## src/rtl/kmeans_vga_pkg.sv

```systemverilog
`default_nettype none
// =============================================================================
// kmeans_vga_pkg - shared raster constants, default palette, writer states
// Revision: 1.0
// =============================================================================
package kmeans_vga_pkg;

  localparam int H_ACTIVE = 640;
  localparam int V_ACTIVE = 480;
  localparam int FB_DEPTH = H_ACTIVE * V_ACTIVE;
  localparam int PIX_W    = 12;
  localparam int LABEL_W  = 3;
  localparam int ADDR_W   = 19;

  // RGB444 colours: black, red, green, blue, yellow, cyan, magenta, white
  localparam logic [PIX_W-1:0] DEFAULT_PAL [8] = '{
    12'h000, 12'hF00, 12'h0F0, 12'h00F, 12'hFF0, 12'h0FF, 12'hF0F, 12'hFFF
  };

  typedef enum logic [1:0] {
    IDLE  = 2'd0,
    WRITE = 2'd1,
    DONE  = 2'd2
  } wr_state_e;

  function automatic logic [PIX_W-1:0] pal_default(input int idx);
    logic [PIX_W-1:0] c;
    c = '0;
    for (int i = 0; i < 8; i++) begin
      if (idx == i) c = DEFAULT_PAL[i];
    end
    return c;
  endfunction

endpackage
`default_nettype wire

```

## src/rtl/kmeans_palette.sv

```systemverilog
`default_nettype none
// =============================================================================
// kmeans_palette - K-entry colour register file, one write port, async read
// Revision: 1.0
// =============================================================================
module kmeans_palette
  import kmeans_vga_pkg::*;
#(
  parameter int K       = 8,
  parameter int LABEL_W = kmeans_vga_pkg::LABEL_W,
  parameter int PIX_W   = kmeans_vga_pkg::PIX_W
) (
  input  logic               clk,
  input  logic               rst,
  input  logic               we,
  input  logic [LABEL_W-1:0] waddr,
  input  logic [PIX_W-1:0]   wdata,
  input  logic [LABEL_W-1:0] raddr,
  output logic [PIX_W-1:0]   rdata
);

  logic [PIX_W-1:0] mem_q [K];
  logic [PIX_W-1:0] mem_d [K];

  always_comb begin
    mem_d = mem_q;
    if (we && (32'(waddr) < K)) mem_d[waddr] = wdata;
  end

  always_ff @(posedge clk or posedge rst) begin
    if (rst) begin
      for (int i = 0; i < K; i++) mem_q[i] <= PIX_W'(pal_default(i));
    end else begin
      mem_q <= mem_d;
    end
  end

  // Reads see the pre-write contents, so a same-cycle write affects later beats only
  assign rdata = (32'(raddr) < K) ? mem_q[raddr] : '0;

endmodule
`default_nettype wire

```

## src/rtl/kmeans_fb_writer.sv

```systemverilog
`default_nettype none
// =============================================================================
// kmeans_fb_writer - label stream -> palette -> framebuffer port A writer
// Optional alignment grid overlay: KMEANS_FB_GRID_EN.  Revision: 1.0
// =============================================================================
module kmeans_fb_writer
  import kmeans_vga_pkg::*;
#(
  parameter int WIDTH   = H_ACTIVE,
  parameter int HEIGHT  = V_ACTIVE,
  parameter int K       = 8,
  parameter int LABEL_W = kmeans_vga_pkg::LABEL_W,
  parameter int PIX_W   = kmeans_vga_pkg::PIX_W,
  parameter int ADDR_W  = kmeans_vga_pkg::ADDR_W
) (
  input  logic               clk,
  input  logic               rst,
  input  logic               s_valid,
  output logic               s_ready,
  input  logic [LABEL_W-1:0] s_label,
  input  logic               s_sof,
  input  logic               pal_we,
  input  logic [LABEL_W-1:0] pal_addr,
  input  logic [PIX_W-1:0]   pal_data,
  output logic               wea,
  output logic [ADDR_W-1:0]  addra,
  output logic [PIX_W-1:0]   dina,
  output logic               frame_done,
  output logic               busy,
  output logic               err_sof
);

  localparam int XW = (WIDTH > 1) ? $clog2(WIDTH) : 1;
  localparam int YW = (HEIGHT > 1) ? $clog2(HEIGHT) : 1;
  localparam logic [ADDR_W-1:0] LAST_ADDR = ADDR_W'(WIDTH * HEIGHT - 1);
  localparam logic [XW-1:0]     LAST_X    = XW'(WIDTH - 1);

  wr_state_e          state_q, state_d;
  logic [XW-1:0]      x_q, x_d;
  logic [YW-1:0]      y_q, y_d;
  logic [ADDR_W-1:0]  addr_q, addr_d;
  logic               wea_q, wea_d;
  logic [ADDR_W-1:0]  addra_q, addra_d;
  logic [PIX_W-1:0]   dina_q, dina_d;
  logic               frame_done_q, frame_done_d;
  logic               err_sof_q, err_sof_d;

  logic               accept;
  logic               write;
  logic [XW-1:0]      pix_x;
  logic [YW-1:0]      pix_y;
  logic [ADDR_W-1:0]  pix_addr;
  logic [PIX_W-1:0]   pix_colour;
  logic [PIX_W-1:0]   pal_rdata;

  kmeans_palette #(
    .K       (K),
    .LABEL_W (LABEL_W),
    .PIX_W   (PIX_W)
  ) u_palette (
    .clk   (clk),
    .rst   (rst),
    .we    (pal_we),
    .waddr (pal_addr),
    .wdata (pal_data),
    .raddr (s_label),
    .rdata (pal_rdata)
  );

  assign s_ready = (state_q != DONE);
  assign accept  = s_valid && s_ready;

  always_comb begin
    state_d      = state_q;
    x_d          = x_q;
    y_d          = y_q;
    addr_d       = addr_q;
    wea_d        = 1'b0;
    addra_d      = addra_q;
    dina_d       = dina_q;
    frame_done_d = 1'b0;
    err_sof_d    = 1'b0;
    write        = 1'b0;
    pix_x        = x_q;
    pix_y        = y_q;
    pix_addr     = addr_q;
    pix_colour   = pal_rdata;

    case (state_q)
      IDLE: begin
        if (accept) begin
          if (s_sof) begin
            write    = 1'b1;
            pix_x    = '0;
            pix_y    = '0;
            pix_addr = '0;
          end else begin
            err_sof_d = 1'b1;
          end
        end
      end
      WRITE: begin
        if (accept) begin
          write = 1'b1;
          // A fresh start-of-frame mid-frame resynchronises to pixel 0
          if (s_sof) begin
            pix_x     = '0;
            pix_y     = '0;
            pix_addr  = '0;
            err_sof_d = 1'b1;
          end
        end
      end
      default: state_d = IDLE;
    endcase

`ifdef KMEANS_FB_GRID_EN
    if ((6'(pix_x) == 6'd0) || (6'(pix_y) == 6'd0)) pix_colour = '1;
`endif

    if (write) begin
      wea_d   = 1'b1;
      addra_d = pix_addr;
      dina_d  = pix_colour;
      if (pix_addr == LAST_ADDR) begin
        state_d      = DONE;
        frame_done_d = 1'b1;
        x_d          = '0;
        y_d          = '0;
        addr_d       = '0;
      end else begin
        state_d = WRITE;
        addr_d  = pix_addr + ADDR_W'(1);
        if (pix_x == LAST_X) begin
          x_d = '0;
          y_d = pix_y + YW'(1);
        end else begin
          x_d = pix_x + XW'(1);
        end
      end
    end
  end

  always_ff @(posedge clk or posedge rst) begin
    if (rst) begin
      state_q      <= IDLE;
      x_q          <= '0;
      y_q          <= '0;
      addr_q       <= '0;
      wea_q        <= 1'b0;
      addra_q      <= '0;
      dina_q       <= '0;
      frame_done_q <= 1'b0;
      err_sof_q    <= 1'b0;
    end else begin
      state_q      <= state_d;
      x_q          <= x_d;
      y_q          <= y_d;
      addr_q       <= addr_d;
      wea_q        <= wea_d;
      addra_q      <= addra_d;
      dina_q       <= dina_d;
      frame_done_q <= frame_done_d;
      err_sof_q    <= err_sof_d;
    end
  end

  assign wea        = wea_q;
  assign addra      = addra_q;
  assign dina       = dina_q;
  assign frame_done = frame_done_q;
  assign err_sof    = err_sof_q;
  assign busy       = (state_q != IDLE);

endmodule
`default_nettype wire

```

## config.mk

```make
export PLATFORM = sky130hd
export DESIGN_NAME = kmeans_fb_writer
export DESIGN_NICKNAME = d
export VERILOG_FILES = /design/src/rtl/kmeans_vga_pkg.sv /design/src/rtl/kmeans_palette.sv /design/src/rtl/kmeans_fb_writer.sv
export SDC_FILE = /design/constraint.sdc
export NUM_CORES = 1
export LEC_CHECK = 0
export ABC_AREA = 1
export BUFFER_PORTS_ARGS = -buffer_cell sky130_fd_sc_hd__buf_4
export CORE_UTILIZATION = 50
export DETAILED_ROUTE_END_ITERATION = 7
export PLACE_DENSITY = 0.77
export SLEW_MARGIN = 25
export SYNTH_ARGS = -nofsm -noshare
export SYNTH_HDL_FRONTEND = slang
export SYNTH_SLANG_ARGS = --single-unit
```

## constraint.sdc

```tcl
create_clock -name clk -period 5.35 [get_ports clk]
set_clock_uncertainty 0.2 [all_clocks]
set_input_delay 0.535 -clock clk [delete_from_list [all_inputs] [get_ports clk]]
set_output_delay 0.535 -clock clk [all_outputs]
set_load 0.02 [all_outputs]
```

# --- After elaboration in Yosys (flattened, before gate mapping) ---
# Cells that the tools add are included.
classes:
  shift: 0
  n_eq_ne: 4
  n_bitwise: 2
  n_mux: 23
  div_mod_pow: 0
  add_sub_neg: 1
  multipliers: 0
  n_reduce_logical: 5
  n_lt_le_gt_ge: 3
op_table:
  columns: ["operator", "n"]
  rows:
  - ["bitwise mux 96 bit", 1]
  - ["2-to-1 mux 19 bit", 4]
  - ["binary-select mux 12 bit (select 3 bit)", 1]
  - ["demux 12 bit (select 3 bit)", 1]
  - ["2-to-1 mux 12 bit", 3]
  - ["adder 19 x 1 -> 19 bit (second input constant)", 1]
  - ["== test 19 bit (second input constant)", 1]
  - ["greater-or-equal comparator 4 bit (second input constant)", 2]
  - ["2-to-1 mux 1 bit", 8]
  - ["NOT 3 -> 4 bit", 2]
  - ["2-to-1 mux 2 bit", 3]
  - ["< comparator 4 x 1 -> 1 bit (second input constant)", 1]
  - ["one-hot mux 1 bit (2 select lines)", 2]
  - ["== test 2 x 1 -> 1 bit (second input constant)", 1]
  - ["logical AND 1 bit", 2]
  - ["logical NOT 2 bit", 1]
  - ["inequality test 2 x 1 -> 1 bit (second input constant)", 1]
  - ["inequality test 2 bit (second input constant)", 1]
  - ["nonzero test 2 bit", 1]
  - ["OR reduction 2 bit", 1]
word_totals:
  mem_bits_ro: 0
  n_memories: 0
  latch_bits: 0
  mem_bits_rw: 0
  reg_bits: 151
  in_bits: 23
  out_inout_bits: 36

# --- Depth between registers and ports, before layout ---
logic_depth:
  word_depth: 7
  ltp_mapped: 16
  depth_no_buf: 13

# --- Hierarchy ---
# Synthesis repeated with hierarchy kept, for this count alone.
hier_totals:
  hier_cells: 993
  area_unflattened_um2: 7567.3
by_module_without_submodules:
  columns: ["mod", "area_per_inst_um2", "cells_per_inst", "instances"]
  rows:
  - ["kmeans_palette", 4787.1, 654, 1]
  - ["kmeans_fb_writer", 2780.2, 339, 1]

# --- Worst setup path before layout ---
# No wires, ideal clock.
synth_timing:
  kind: "in2reg"
  from: "input port s_sof"
  to: "register state_q[0]"
  path_slack_ns: 2.971
  required_ns: 5.024
  t_arrival_ns: 2.053
  stages: 14
  cell_sequence: "nand3_4 > buf_12 > buf_6 > buf_4 > nand2_1 > inv_1 > ha_1 > inv_1 > nor2_4 > nand2_2 > nor2_2 > nand2_1 > nand2_4 > o31ai_1"
synth_via:
  elab_chain_cells: 6
synth_lines:
  columns: ["element", "line", "source"]
  rows:
  - ["from (decl)", "kmeans_fb_writer.sv:21", "input logic s_sof,"]
  - ["2-to-1 mux 19 bit", "kmeans_fb_writer.sv:92, kmeans_fb_writer.sv:106", null]
  - ["2-to-1 mux 19 bit", "kmeans_fb_writer.sv:103", "if (accept) begin"]
  - ["2-to-1 mux 19 bit", null, null]
  - ["named net pix_addr[1]", "kmeans_fb_writer.sv:52", "logic [ADDR_W-1:0] pix_addr;"]
  - ["== test 19 bit", "kmeans_fb_writer.sv:125", "if (pix_addr == LAST_ADDR) begin"]
  - ["2-to-1 mux 2 bit", "kmeans_fb_writer.sv:125", null]
  - ["2-to-1 mux 2 bit", "kmeans_fb_writer.sv:121", "if (write) begin"]
  - ["to (signal assigned)", "kmeans_fb_writer.sv:156", "state_q <= state_d;"]
  - ["to (decl)", "kmeans_fb_writer.sv:38", "wr_state_e state_q, state_d;"]
# The timed path passes the listed nets, and every way through them passes these cells.
# A chain may end at the register's enable or synchronous reset.

# --- Worst setup path after layout ---
layout_timing:
  from: "register state_q[1]"
  to: "register state_q[0]"
layout_via:
  elab_chain_cells: 7
layout_lines:
  columns: ["element", "line", "source"]
  rows:
  - ["inequality test 2 bit", "kmeans_fb_writer.sv:70", "assign s_ready = (state_q != DONE);"]
  - ["logical AND 1 bit", "kmeans_fb_writer.sv:71", "assign accept = s_valid && s_ready;"]
  - ["2-to-1 mux 19 bit", "kmeans_fb_writer.sv:103", null]
  - ["2-to-1 mux 19 bit (*)", null, null]
  - ["named net pix_addr[0]", "kmeans_fb_writer.sv:52", null]
  - ["== test 19 bit (*)", "kmeans_fb_writer.sv:125", null]
  - ["2-to-1 mux 2 bit (*)", "kmeans_fb_writer.sv:125", null]
  - ["2-to-1 mux 2 bit (*)", "kmeans_fb_writer.sv:121", null]
# Mark *: on every way through the listed nets, which the timed path passes. The rest lies on a longest branch.

==> impl_metrics.csv <==
group,metric,value,unit
run_status,run_status,"completed",
synthesis,synthArstFlopShare,100,%
synthesis,synth_seq_cells,151,
floorplanning,initial_core_util,51.1,%
power,peakVddDrop,223,uV
global_routing,grt_max_degree,107,
setup_path,criticalPathCategory,"flip-flop to flip-flop",
synthesis,netlist_area,7060,sq um
routing,drc,0,
placed_design,globalplace.congestion,0.812,
sta,fmax,380,MHz
placed_design,dp_hpwl,10.0,mm
clock_network,cts_tree,"yes",
floorplanning,rows,43,
clock_network,cts_max_level,4,
clock_network,numCtsBuffers,17,
sta,relSlewSlack,35.5,%
clock_network,clk_pin_slew,0.06,ns
routing,routed_wl,16.3,mm
synthesis,synth-main-ff-cell,"dfrtp_1",
flow_run,maxCapViolCount,0,
layout,final_cell_mix,"220 x nand2_1, 156 x o21ai_0, 103 x dfrtp_1, 62 x buf_4, 57 x inv_1",
layout,area_growth,15.3,%
routing,drtIter0Drc,556,
layout,num_antenna_cells,0,
layout,drive_above_1_share,19.2,%
clock_network,cts_buffer_depth,2,
floorplanning,core_area,13800,sq um
sta,drv_slew,0,
routing,ant_nets,0,
setup_path,crit_arrival,2.73,ns
floorplanning,pin_count,59,
clock_network,clock_latency,0.42,ns
global_routing,antenna_found_initial,0,
placed_design,dp.cells,1007,
sta,fin_tns_setup,0,ns
sta,final_hold_viol_count,0,
synthesis,synth_seq_area_share,54.4,%
hold_path,hp-class,"input pin to async pin",
routing,vias,5711,
power,powerDensity,382,nW/um^2
sta,setup_viol,0,
routing,dr.pass1.iters,6,
layout,final_cells,1039,
layout,fillers,1191,
floorplanning,die_h,121,um
power,leakage,3.75,nW
sta,setup_slack,2.72,ns
clock_network,postCtsResizedCells,0,
routing,routedWlPerCell,15.6,um
synthesis,syn-instance-count,810,
layout,final_nets,870,
routing,viasPerCell,5.50,
floorplanning,dieArea,14600,sq um
global_routing,grt_pass1_vias,5309,
placed_design,pre_cts_ws,2.51,ns
clock_network,cts_setup_buffers,0,
sta,tightest_slew,0.964,ns
floorplanning,die_w,121,um
synthesis,synth_warnings,0,
synthesis,synth_cell_type_count,36,
setup_path,cp-start-kind,"flip-flop",
sta,period_minus_slack,2.63,ns
setup_path,cp-end-kind,"flip-flop",
synthesis,syn_nets,834,
setup_path,cp_slowest_cell,"dfrtp_1",
clock_network,clock-root-buffer,"clkbuf_16",
layout,fin_util,58.9,%
sta,rsz0062_at_grt,"false",
clock_network,cts_hold_buf,0,
synthesis,synth_edf_count,0,
layout,layout_commonest_cell,"nand2_1",
setup_path,crit_fanout,41,
setup_path,cpPeakStageDelay,0.43,ns
global_routing,grtUsageTotal,24.2,%
global_routing,grt_pass1_wl,27.2,mm
setup_path,cp_cell_sequence,"inv_2 -> nand3_4 -> nand2_1 -> inv_1 -> ha_1 -> inv_1 -> nor2_4 -> nand2_2 -> nor2_2 -> nand2_1 -> nand2_4 -> o31ai_1",
setup_path,crit_required,5.45,ns
setup_path,critPathBufInv,3,
sta,period_share,49.2,%
synthesis,syn_avg_cell_area,8.72,sq um
global_routing,overflow,0,
clock_network,cts.sink_count,151,
placed_design,io_buffers,58,
sta,fin_hold_ws,0.116,ns
setup_path,path_delay_family,"simple AND/OR/NAND/NOR gates",
routing by layer:
layer | GRT usage [%] | wire length (um) | up-vias
li1 | - | - | 2768
met1 | 34.0 | 7490 | 2741
met2 | 37.4 | 7650 | 182
met3 | 5.14 | 879 | 20
met4 | 7.41 | 227 | 0
met5 | 0 | 0 | -
registers in the layout, indices dropped and copies added (netlist names):
| register | cells |
|---|---|
| addr_q | 19 |
| addra | 19 |
| dina | 12 |
| err_sof | 1 |
| frame_done | 1 |
| state_q | 2 |
| u_palette.mem_q | 96 |
| wea | 1 |
Yosys cell counts, types with 3 or more instances:
cell type / count / area share (%)
o21ai_0: 156 / 11
inv_1: 59 / 3.1
nand4_1: 7 / 0.62
o211ai_1: 20 / 2.1
xnor2_1: 3 / 0.37
mux2i_1: 24 / 3.4
o21ai_1: 15 / 1.1
nand3_1: 27 / 1.9
clkbuf_1: 26 / 1.4
nor2_2: 6 / 0.53
nand2_2: 3 / 0.27
a21oi_1: 23 / 1.6
nand2_1: 220 / 12
nor2_1: 25 / 1.3
buf_2: 14 / 0.99
xor2_1: 3 / 0.37
nand3_4: 3 / 0.74
dfrtp_1: 103 / 37
dfstp_2: 48 / 18
worst register-to-register path, stage by stage, from the launching register on:
cell and delay (ns):
dfrtp_1 0.43, inv_2 0.08, nand3_4 0.35, nand2_1 0.13, inv_1 0.17, ha_1 0.29
inv_1 0.10, nor2_4 0.16, nand2_2 0.12, nor2_2 0.14, nand2_1 0.10, nand2_4 0.15
o31ai_1 0.11
where the power goes:
part	internal, W	total, W	leakage, nW	switching (W)
logic	0.000168	0.000439	1.61	0.000271
registers	0.00137	0.00147	1.84	0.0000973
clock network	0.000738	0.00121	0.297	0.000468
total	0.00227	0.00311	3.75	0.000837
worst paths after layout:
path                            cells past startpoint                             from  slack (ns)                               to
max in group asynchronous                           3                              rst        3.69  u_palette.mem_q[27]$_DFFE_PP1P_
min in group clk                                    3                      pal_data[7]        0.13   u_palette.mem_q[7]$_DFFE_PP1P_
worst max register to register                     12           state_q[1]$_DFFE_PP0P_        2.72           state_q[0]$_DFFE_PP0P_
worst min register to register                      2  u_palette.mem_q[88]$_DFFE_PP0P_        0.28  u_palette.mem_q[88]$_DFFE_PP0P_
worst min-delay path                                2                              rst        0.12              dina[2]$_DFFE_PP0P_
worst max-delay path                               12           state_q[1]$_DFFE_PP0P_        2.72           state_q[0]$_DFFE_PP0P_
through the flow:
stage / area (sq um) / total power [W]
floorplan: 7060 / 0.00177
CTS: 8140 / 0.00313
detailed placement: 7540 / 0.00192
global route: 8140 / 0.00327
finish: 8140 / 0.00311
global placement: 7540 / 0.00190
logic make-up (layout without fill, tap and decap cells):
kind of cell | Yosys count | in the layout | synth area share, %
mux | 24 | 24 | 3.40
fa+ha+maj | 1 | 1 | 0.177
compound gates | 218 | 218 | 16.3
simple gates | 304 | 304 | 18.6
xor+xnor | 6 | 6 | 0.745
flops | 151 | 151 | 54.4
buf+inv | 106 | 155 | 6.38
cell type report:
class	count	area, sq um	share of cell area, %
Tap cell	180	225	2.77
Sequential cell	151	3840	47.2
Inverter	61	234	2.87
Multi-Input combinational cell	553	2780	34.1
Clock buffer	22	484	5.95
Timing Repair Buffer	62	465	5.72
Clock inverter	10	118	1.44
Power figures use the tool's default switching activity.
